$ cat src/rtl/case5_result_collector.sv
// Collects case5 {x,y,z} samples into frames and reports per-output ones-counts.
// Optional MISR signature on out_sig when CASE5_MISR_EN is defined (else out_sig = 8'h00).
module case5_result_collector #(
    parameter int CNT_W     = 8,
    parameter int FRAME_LEN = 16
) (
    input  logic             clk,
    input  logic             rst,
    input  logic             flush,
    input  logic             in_valid,
    output logic             in_ready,
    input  logic             in_x,
    input  logic             in_y,
    input  logic             in_z,
    output logic             out_valid,
    input  logic             out_ready,
    output logic [CNT_W-1:0] out_cnt_x,
    output logic [CNT_W-1:0] out_cnt_y,
    output logic [CNT_W-1:0] out_cnt_z,
    output logic [7:0]       out_sig,
    output logic             busy
);

    typedef enum logic [1:0] {
        IDLE   = 2'd0,
        ACCUM  = 2'd1,
        REPORT = 2'd2
    } state_t;

    localparam logic [CNT_W-1:0] FRAME_LEN_C = CNT_W'(FRAME_LEN);
    localparam logic [CNT_W-1:0] ZERO_C      = {CNT_W{1'b0}};
    localparam logic [CNT_W-1:0] ONE_C       = {{(CNT_W-1){1'b0}}, 1'b1};

    state_t           state_r;
    logic [CNT_W-1:0] acc_x_r;
    logic [CNT_W-1:0] acc_y_r;
    logic [CNT_W-1:0] acc_z_r;
    logic [CNT_W-1:0] idx_r;
    logic [CNT_W-1:0] out_cnt_x_r;
    logic [CNT_W-1:0] out_cnt_y_r;
    logic [CNT_W-1:0] out_cnt_z_r;
    logic             out_valid_r;

    logic             accept_s;
    logic             last_s;
    logic [CNT_W-1:0] acc_x_nxt_s;
    logic [CNT_W-1:0] acc_y_nxt_s;
    logic [CNT_W-1:0] acc_z_nxt_s;
    logic [CNT_W-1:0] idx_nxt_s;

    assign in_ready    = !flush && (state_r != REPORT);
    assign accept_s    = in_valid && in_ready;
    assign acc_x_nxt_s = acc_x_r + {{(CNT_W-1){1'b0}}, in_x};
    assign acc_y_nxt_s = acc_y_r + {{(CNT_W-1){1'b0}}, in_y};
    assign acc_z_nxt_s = acc_z_r + {{(CNT_W-1){1'b0}}, in_z};
    assign idx_nxt_s   = idx_r + ONE_C;
    assign last_s      = (idx_nxt_s == FRAME_LEN_C);

    assign out_valid = out_valid_r;
    assign out_cnt_x = out_cnt_x_r;
    assign out_cnt_y = out_cnt_y_r;
    assign out_cnt_z = out_cnt_z_r;
    assign busy      = (state_r != IDLE);

`ifdef CASE5_MISR_EN
    logic [7:0] misr_r;
    logic [7:0] out_sig_r;
    logic [7:0] misr_nxt_s;

    // One MISR step: shift left, fold polynomial 0x1D on carry-out, inject {x,y,z}.
    function automatic logic [7:0] misr_step(input logic [7:0] cur, input logic [2:0] din);
        misr_step = {cur[6:0], 1'b0} ^ (cur[7] ? 8'h1D : 8'h00) ^ {5'b00000, din};
    endfunction

    assign misr_nxt_s = misr_step(misr_r, {in_x, in_y, in_z});
    assign out_sig    = out_sig_r;

    // Signature register: advances on accept, reseeds at frame end, flush and reset.
    always_ff @(posedge clk) begin
        if (rst) begin
            misr_r    <= 8'hFF;
            out_sig_r <= 8'h00;
        end else if ((state_r != REPORT) && flush) begin
            misr_r    <= 8'hFF;
        end else if (accept_s && last_s) begin
            out_sig_r <= misr_nxt_s;
            misr_r    <= 8'hFF;
        end else if (accept_s) begin
            misr_r    <= misr_nxt_s;
        end else begin
            misr_r    <= misr_r;
        end
    end
`else
    assign out_sig = 8'h00;
`endif

    // Frame FSM: accumulation, summary latch and result handshake.
    always_ff @(posedge clk) begin
        if (rst) begin
            state_r     <= IDLE;
            acc_x_r     <= ZERO_C;
            acc_y_r     <= ZERO_C;
            acc_z_r     <= ZERO_C;
            idx_r       <= ZERO_C;
            out_cnt_x_r <= ZERO_C;
            out_cnt_y_r <= ZERO_C;
            out_cnt_z_r <= ZERO_C;
            out_valid_r <= 1'b0;
        end else begin
            case (state_r)
                IDLE, ACCUM: begin
                    if (flush) begin
                        acc_x_r <= ZERO_C;
                        acc_y_r <= ZERO_C;
                        acc_z_r <= ZERO_C;
                        idx_r   <= ZERO_C;
                        state_r <= IDLE;
                    end else if (accept_s && last_s) begin
                        out_cnt_x_r <= acc_x_nxt_s;
                        out_cnt_y_r <= acc_y_nxt_s;
                        out_cnt_z_r <= acc_z_nxt_s;
                        out_valid_r <= 1'b1;
                        acc_x_r     <= ZERO_C;
                        acc_y_r     <= ZERO_C;
                        acc_z_r     <= ZERO_C;
                        idx_r       <= ZERO_C;
                        state_r     <= REPORT;
                    end else if (accept_s) begin
                        acc_x_r <= acc_x_nxt_s;
                        acc_y_r <= acc_y_nxt_s;
                        acc_z_r <= acc_z_nxt_s;
                        idx_r   <= idx_nxt_s;
                        state_r <= ACCUM;
                    end else begin
                        state_r <= state_r;
                    end
                end
                REPORT: begin
                    // Summary stays put until the consumer takes it; flush has no effect here.
                    if (out_ready) begin
                        out_valid_r <= 1'b0;
                        state_r     <= IDLE;
                    end else begin
                        out_valid_r <= 1'b1;
                    end
                end
                default: begin
                    state_r     <= IDLE;
                    acc_x_r     <= ZERO_C;
                    acc_y_r     <= ZERO_C;
                    acc_z_r     <= ZERO_C;
                    idx_r       <= ZERO_C;
                    out_valid_r <= 1'b0;
                end
            endcase
        end
    end

endmodule

$ cat config.mk
export PLATFORM = sky130hd
export DESIGN_NAME = case5_result_collector
export DESIGN_NICKNAME = d
export VERILOG_FILES = /design/src/rtl/case5_result_collector.sv
export SDC_FILE = /design/constraint.sdc
export NUM_CORES = 1
export LEC_CHECK = 0
export ABC_AREA = 1
export ABC_CLOCK_PERIOD_IN_PS = 2200
export CELL_PAD_IN_SITES_DETAIL_PLACEMENT = 0
export CELL_PAD_IN_SITES_GLOBAL_PLACEMENT = 1
export CORE_ASPECT_RATIO = 0.5
export CORE_MARGIN = 2
export CORE_UTILIZATION = 39
export DETAILED_ROUTE_END_ITERATION = 7
export PLACE_DENSITY = 0.91
export SYNTH_ARGS = -nofsm -noshare
export SYNTH_HDL_FRONTEND = slang
export SYNTH_SLANG_ARGS = --single-unit
$ cat constraint.sdc
create_clock -name clk -period 2.2 [get_ports clk]
set_clock_uncertainty 0.05 [all_clocks]
set_input_delay 0.22 -clock clk [delete_from_list [all_inputs] [get_ports clk]]
set_output_delay 0.22 -clock clk [all_outputs]
set_load 0.01 [all_outputs]
# Yosys cells after proc, flatten, opt, wreduce, memory -nomap -nowiden
# Index checks and enable logic that the tools add are counted.
[word_totals]
in_bits = 8
ff_bits = 59
word_cells = 59
output_inout_bits = 35
[classes]
reduce_logical = 11
n_eq_ne = 8
bitwise_logic = 2
muxes = 25
addsub = 4
[op_table]
columns = ["cell", "count"]
rows = [
  ["8-bit two-way mux", 12],
  ["8-bit case mux with 2 select lines", 4],
  ["8-bit by 1-bit adder with 8-bit output", 3],
  ["8-bit by 1-bit adder with 8-bit output (second input constant)", 1],
  ["8-bit by 5-bit equality test with 1-bit output (second input constant)", 1],
  ["2-bit two-way mux", 4],
  ["2-bit inequality test (second input constant)", 4],
  ["2-bit AND reduction", 3],
  ["4-bit inequality test (second input constant)", 1],
  ["2-bit case mux with 2 select lines", 1],
  ["1-bit logical AND", 3],
  ["1-bit two-way mux", 3],
  ["3-bit AND reduction", 1],
  ["2-bit by 1-bit equality test with 1-bit output (second input constant)", 1],
  ["2-bit equality test (second input constant)", 1],
  ["2-bit zero test", 1],
  ["1-bit NOT", 2],
  ["1-bit case mux with 2 select lines", 1],
  ["2-bit nonzero test", 1],
  ["2-bit OR reduction", 1],
  ["1-bit zero test", 1],
]

# Longest topological paths before layout
[logic_depth]
word_depth = 7
mapped_depth = 13

# Worst setup path after synthesis
# No wires, ideal clock.
[synth_timing]
path_kind = "reg-to-reg"
start = "register idx_r[1]"
end = "register out_cnt_x_r[1], in the netlist out_cnt_x[1]"
stages_incl_launch_ff = 12
n_path_buf = 1
t_arrival_ps = 1570
path_slack_ps = 464
period_less_slack_ps = 1736
setup_time_ps = 116
cell_sequence = "dfxtp_1 > ha_1 > inv_1 > nand2_1 > nand3_1 > nor2_1 > nand2_1 > nor2_2 > nand4_1 > buf_4 > nor2_1 > nor2_1"
[synth_between]
elab_chain_cells = 4
[synth_lines]
columns = ["element", "line", "text"]
rows = [
  ["from (decl)", "38", "logic [CNT_W-1:0] idx_r;"],
  ["from (signal assigned)", "133", "idx_r <= idx_nxt_s;"],
  ["8-bit by 1-bit adder with 8-bit output", "56", "assign idx_nxt_s = idx_r + ONE_C;"],
  ["8-bit by 5-bit equality test with 1-bit output", "57", "assign last_s = (idx_nxt_s == FRAME_LEN_C);"],
  ["1-bit logical AND", "119", "end else if (accept_s && last_s) begin"],
  ["3-bit AND reduction (no line)", "--", ""],
  ["to (signal assigned)", "120", "out_cnt_x_r <= acc_x_nxt_s;"],
  ["to (decl)", "39", "logic [CNT_W-1:0] out_cnt_x_r;"],
]
# Every way passes these cells.
# A chain may end at the register's enable or synchronous reset.

# Worst setup path in the final report
[layout_timing]
start = "register idx_r[0]"
end = "register acc_z_r[0]"
[layout_between]
elab_chain_cells = 6
word_cells_on_any_way = 8
cone_classes = "1 x add/sub; 2 x eq/ne; 3 x mux; 2 x reduce/logical"
[layout_lines]
columns = ["element", "line", "text"]
rows = [
  ["8-bit by 1-bit adder with 8-bit output *", "56", ""],
  ["8-bit by 5-bit equality test with 1-bit output *", "57", ""],
  ["1-bit logical AND *", "119", ""],
  ["8-bit two-way mux", "119", ""],
  ["8-bit two-way mux", "113", "if (flush) begin"],
  ["8-bit case mux with 2 select lines", "111", "case (state_r)"],
  ["to (signal assigned)", "132", "acc_z_r <= acc_z_nxt_s;"],
  ["to (decl)", "37", "logic [CNT_W-1:0] acc_z_r;"],
]
# Mark *: on every way between the ends. The rest lies on a longest branch, timed or not.

==> results.json <==
{
  "via_count": 2639,
  "dpl_cell_area_sq_um": 3410,
  "synthArstFlopShare_pct": 0,
  "utilization_pct": 51.0,
  "vdd_drop_max_mv": 0.440,
  "start_util_pct": 40.3,
  "netSwitchingFraction_pct": 22.7,
  "synth-seq-cells": 59,
  "drcViolationCount": 0,
  "reg2reg_depth": 12,
  "io_pins": 43,
  "die_area_sq_um": 8310,
  "grt_max_degree": 57,
  "start_kind": "flop",
  "setup_slack_ns": 0.309,
  "p_int_mw": 2.23,
  "slew_viol_final": 0,
  "fp-row-count": 22,
  "hp-start": "out_cnt_y[2]$_SDFFE_PP0P_",
  "setup_viol": 0,
  "gp_congestion": 0.758,
  "synth_flop_cell": "dfxtp_1",
  "critical_path_depth": 12,
  "fin_nets": 463,
  "worst_ep_required_time_ns": 2.40,
  "pwr-share-seq_pct": 39.8,
  "root_buffer": "clkbuf_16",
  "path_clk_slew_ns": 0.05,
  "max_stage_delay_ns": 0.34,
  "avgSynthCellArea_sq_um": 7.15,
  "wl_um": 6450,
  "r2r_end": "acc_z_r[0]$_SDFFE_PP0P_",
  "grt_pass1_vias": 2413,
  "worstSetupPathType": "flop to flop",
  "die_h_um": 65.5,
  "crit_chain": "ha_1 -> nand3_2 -> nor2_1 -> nand2_1 -> nand2_2 -> nor2_4 -> nand3_4 -> nand2_1 -> nor2_1 -> buf_4 -> nand2_1 -> a21oi_1",
  "vias_per_cell": 4.82,
  "synth_top_area_cell": "dfxtp_1",
  "cts_tree": "built",
  "htreeDepth": 3,
  "min_to": "out_cnt_y[2]$_SDFFE_PP0P_",
  "cp_num_buf_inv": 1,
  "worst-path-max-fanout": 12,
  "fin_crit_sh_pct": 85.9,
  "p_clk_share_pct": 51.7,
  "cts_buffers": 9,
  "p_comb_share_pct": 8.5,
  "pre_cts_slack_ns": 0.131,
  "ys_warn_count": 0,
  "post_cts_buffers": 0,
  "max-cap-violations": 0,
  "tns_ns": 0,
  "clockBufferDepth": 2,
  "hpwl_um": 4200,
  "worstReg2RegStart": "idx_r[0]$_SDFFE_PP0P_",
  "finalNonFillerCells": 548,
  "synth.most_common_cell": "nor2_1",
  "crit_path_end_kind": "flop",
  "grt_pass1_wl_um": 11000,
  "holdPathStages": 2,
  "rrSetupSlack_ns": 0.31,
  "fill_cells": 693,
  "firstDrtPassIters": 4,
  "drive_gt1_share_pct": 8.63,
  "netlist_instances": 412,
  "synth_edf_count": 0,
  "p_sw_mw": 0.656,
  "dp_cells": 532,
  "fp.dieW_um": 127,
  "antennaDiodeCount": 0,
  "rsz0062_at_grt": "false",
  "clock.fmax_mhz": 529,
  "hold_viol": 0,
  "grt-ovfl-total": 0,
  "fin_area_sq_um": 3730,
  "ys_top_cells_by_area": "dfxtp_1 40%, nor2_1 10%, nand2_1 8.4%, o21ai_0 6.5%, inv_1 4.2%",
  "netlist_area_sq_um": 2950,
  "crit_top_cell": "nand2_1",
  "crit_family": "simple AND/OR/NAND/NOR gates",
  "crit_slowest_cell": "dfxtp_1",
  "ys_seq_area_share_pct": 40.1,
  "io_buffers": 34,
  "leakage_nw": 1.68,
  "p_per_area_nw_per_um2": 774,
  "cp_data_arrival_time_ns": 2.09,
  "syn2layout_area_growth_pct": 26.7,
  "hp-class": "flop to flop",
  "post_cts_resized": 0,
  "numClockSinks": 59,
  "antenna_found_initial": 0,
  "first_iter_violations": 126,
  "ys_types": 31,
  "grt_use_total_pct": 16.7,
  "min_period_ns": 1.89,
  "drtAntennaViolNets": 0,
  "synth_commonest_cells": "81 x nor2_1, 66 x nand2_1, 59 x dfxtp_1",
  "cts_hold_repair.buffers": 0,
  "core_sq_um": 7320,
  "synth_top_area_share_pct": 40.1,
  "avgRoutedWirePerCell_um": 11.8,
  "insertion_delay_ns": 0.32,
  "status": "finished, final reports clean"
}
-- cell usage in the layout, fill, tap and decap left out, types with 2 or more instances in the layout --
cell type / synthesis / routed
o21ai_0: 38 / 38
clkbuf_1: 13 / 2
buf_4: 12 / 8
a21oi_1: 22 / 22
buf_12: 0 / 4
clkbuf_16: 0 / 9
nand3_1: 13 / 13
nand2_1: 66 / 66
nor3_1: 2 / 2
xor2_1: 13 / 13
inv_2: 2 / 2
nor2_1: 81 / 81
ha_1: 8 / 8
inv_1: 33 / 33
nand3_2: 2 / 2
nand2_2: 2 / 2
xnor2_1: 4 / 4
nand3b_1: 3 / 3
nor2_4: 2 / 2
bufinv_16: 0 / 2
clkdlybuf4s50_1: 0 / 34
nand4_1: 15 / 15
dfxtp_1: 59 / 59
o21ai_1: 9 / 9
conb_1: 1 / 8
nor2_2: 2 / 2
-- state kept, by name, indices dropped and copies added, names as in the netlist --
register,flops
acc_y_r,8
out_cnt_x,8
acc_z_r,8
out_cnt_z,8
out_cnt_y,8
out_valid,1
acc_x_r,8
state_r,2
idx_r,8
-- per-layer routing --
| metal | vias to the layer above | share of wire [%] | global-route usage (%) |
|---|---|---|---|
| li1 | 1387 | - | - |
| met1 | 1198 | 50 | 21.6 |
| met2 | 47 | 45 | 27.6 |
| met3 | 7 | 3.9 | 4.07 |
| met4 | 0 | 1.2 | 5.77 |
| met5 | - | 0 | 0 |
-- per-stage QoR --
step	power (mW)	hold slack, ns
floorplan	1.35	0.239
global placement	1.41	0.416
detailed placement	1.42	0.432
CTS	2.92	0.442
global route	3.01	0.468
finish	2.89	0.439
-- power by group through the flow --
| stage | Sequential [mW] | Clock (mW) | Combinational [mW] |
|---|---|---|---|
| 6_report | 1.15 | 1.50 | 0.245 |
| 2_1_floorplan | 1.16 | 0 | 0.181 |
| 5_1_grt | 1.16 | 1.57 | 0.281 |
| 3_3_place_gp | 1.17 | 0 | 0.242 |
| 4_1_cts | 1.15 | 1.52 | 0.247 |
| 3_5_place_dp | 1.17 | 0 | 0.245 |
-- how the worst max path moves through the flow --
stage                                            to  slack [ns]                   from
after floorplan           out_cnt_x[1]$_SDFFE_PP0P_        0.46  idx_r[1]$_SDFFE_PP0P_
after global placement    out_cnt_x[2]$_SDFFE_PP0P_        0.16                  flush
after detailed placement  out_cnt_x[2]$_SDFFE_PP0P_        0.13                  flush
after CTS                   acc_z_r[0]$_SDFFE_PP0P_        0.30  idx_r[0]$_SDFFE_PP0P_
after global routing          idx_r[0]$_SDFFE_PP0P_        0.10  idx_r[0]$_SDFFE_PP0P_
final                       acc_z_r[0]$_SDFFE_PP0P_        0.31  idx_r[0]$_SDFFE_PP0P_
-- kinds of logic (layout without fill, tap and decap cells) --
family	Yosys count	in the layout	share of synthesized area, %
and+or+nand+nor	191	191	28.5
other	1	8	0.127
xor gates and xnor gates	17	17	5.05
DFF	59	59	40.1
buffers and inverters	64	97	10.2
AOI/OAI and AO/OA	72	72	12.6
adders and majority gates	8	8	3.40
-- area by class of cell --
class                   instances  area [sq um]  area share, %
flip-flops and latches         59          1180           31.6
clock buffers                  12           246           6.60
repair buffers                 46           480           12.9
inverters                      35           131           3.52
well taps                      96           120           3.22
clock inverters                 4          73.8           1.98
multi-input cells             296          1500           40.2
-- tightest hold or removal path: stages, from the launching register on --
cell and delay (ns):
dfxtp_1 0.31, nor2_1 0.09, nor2_1 0.05
Note: power is estimated with default switching activity, not from simulation.
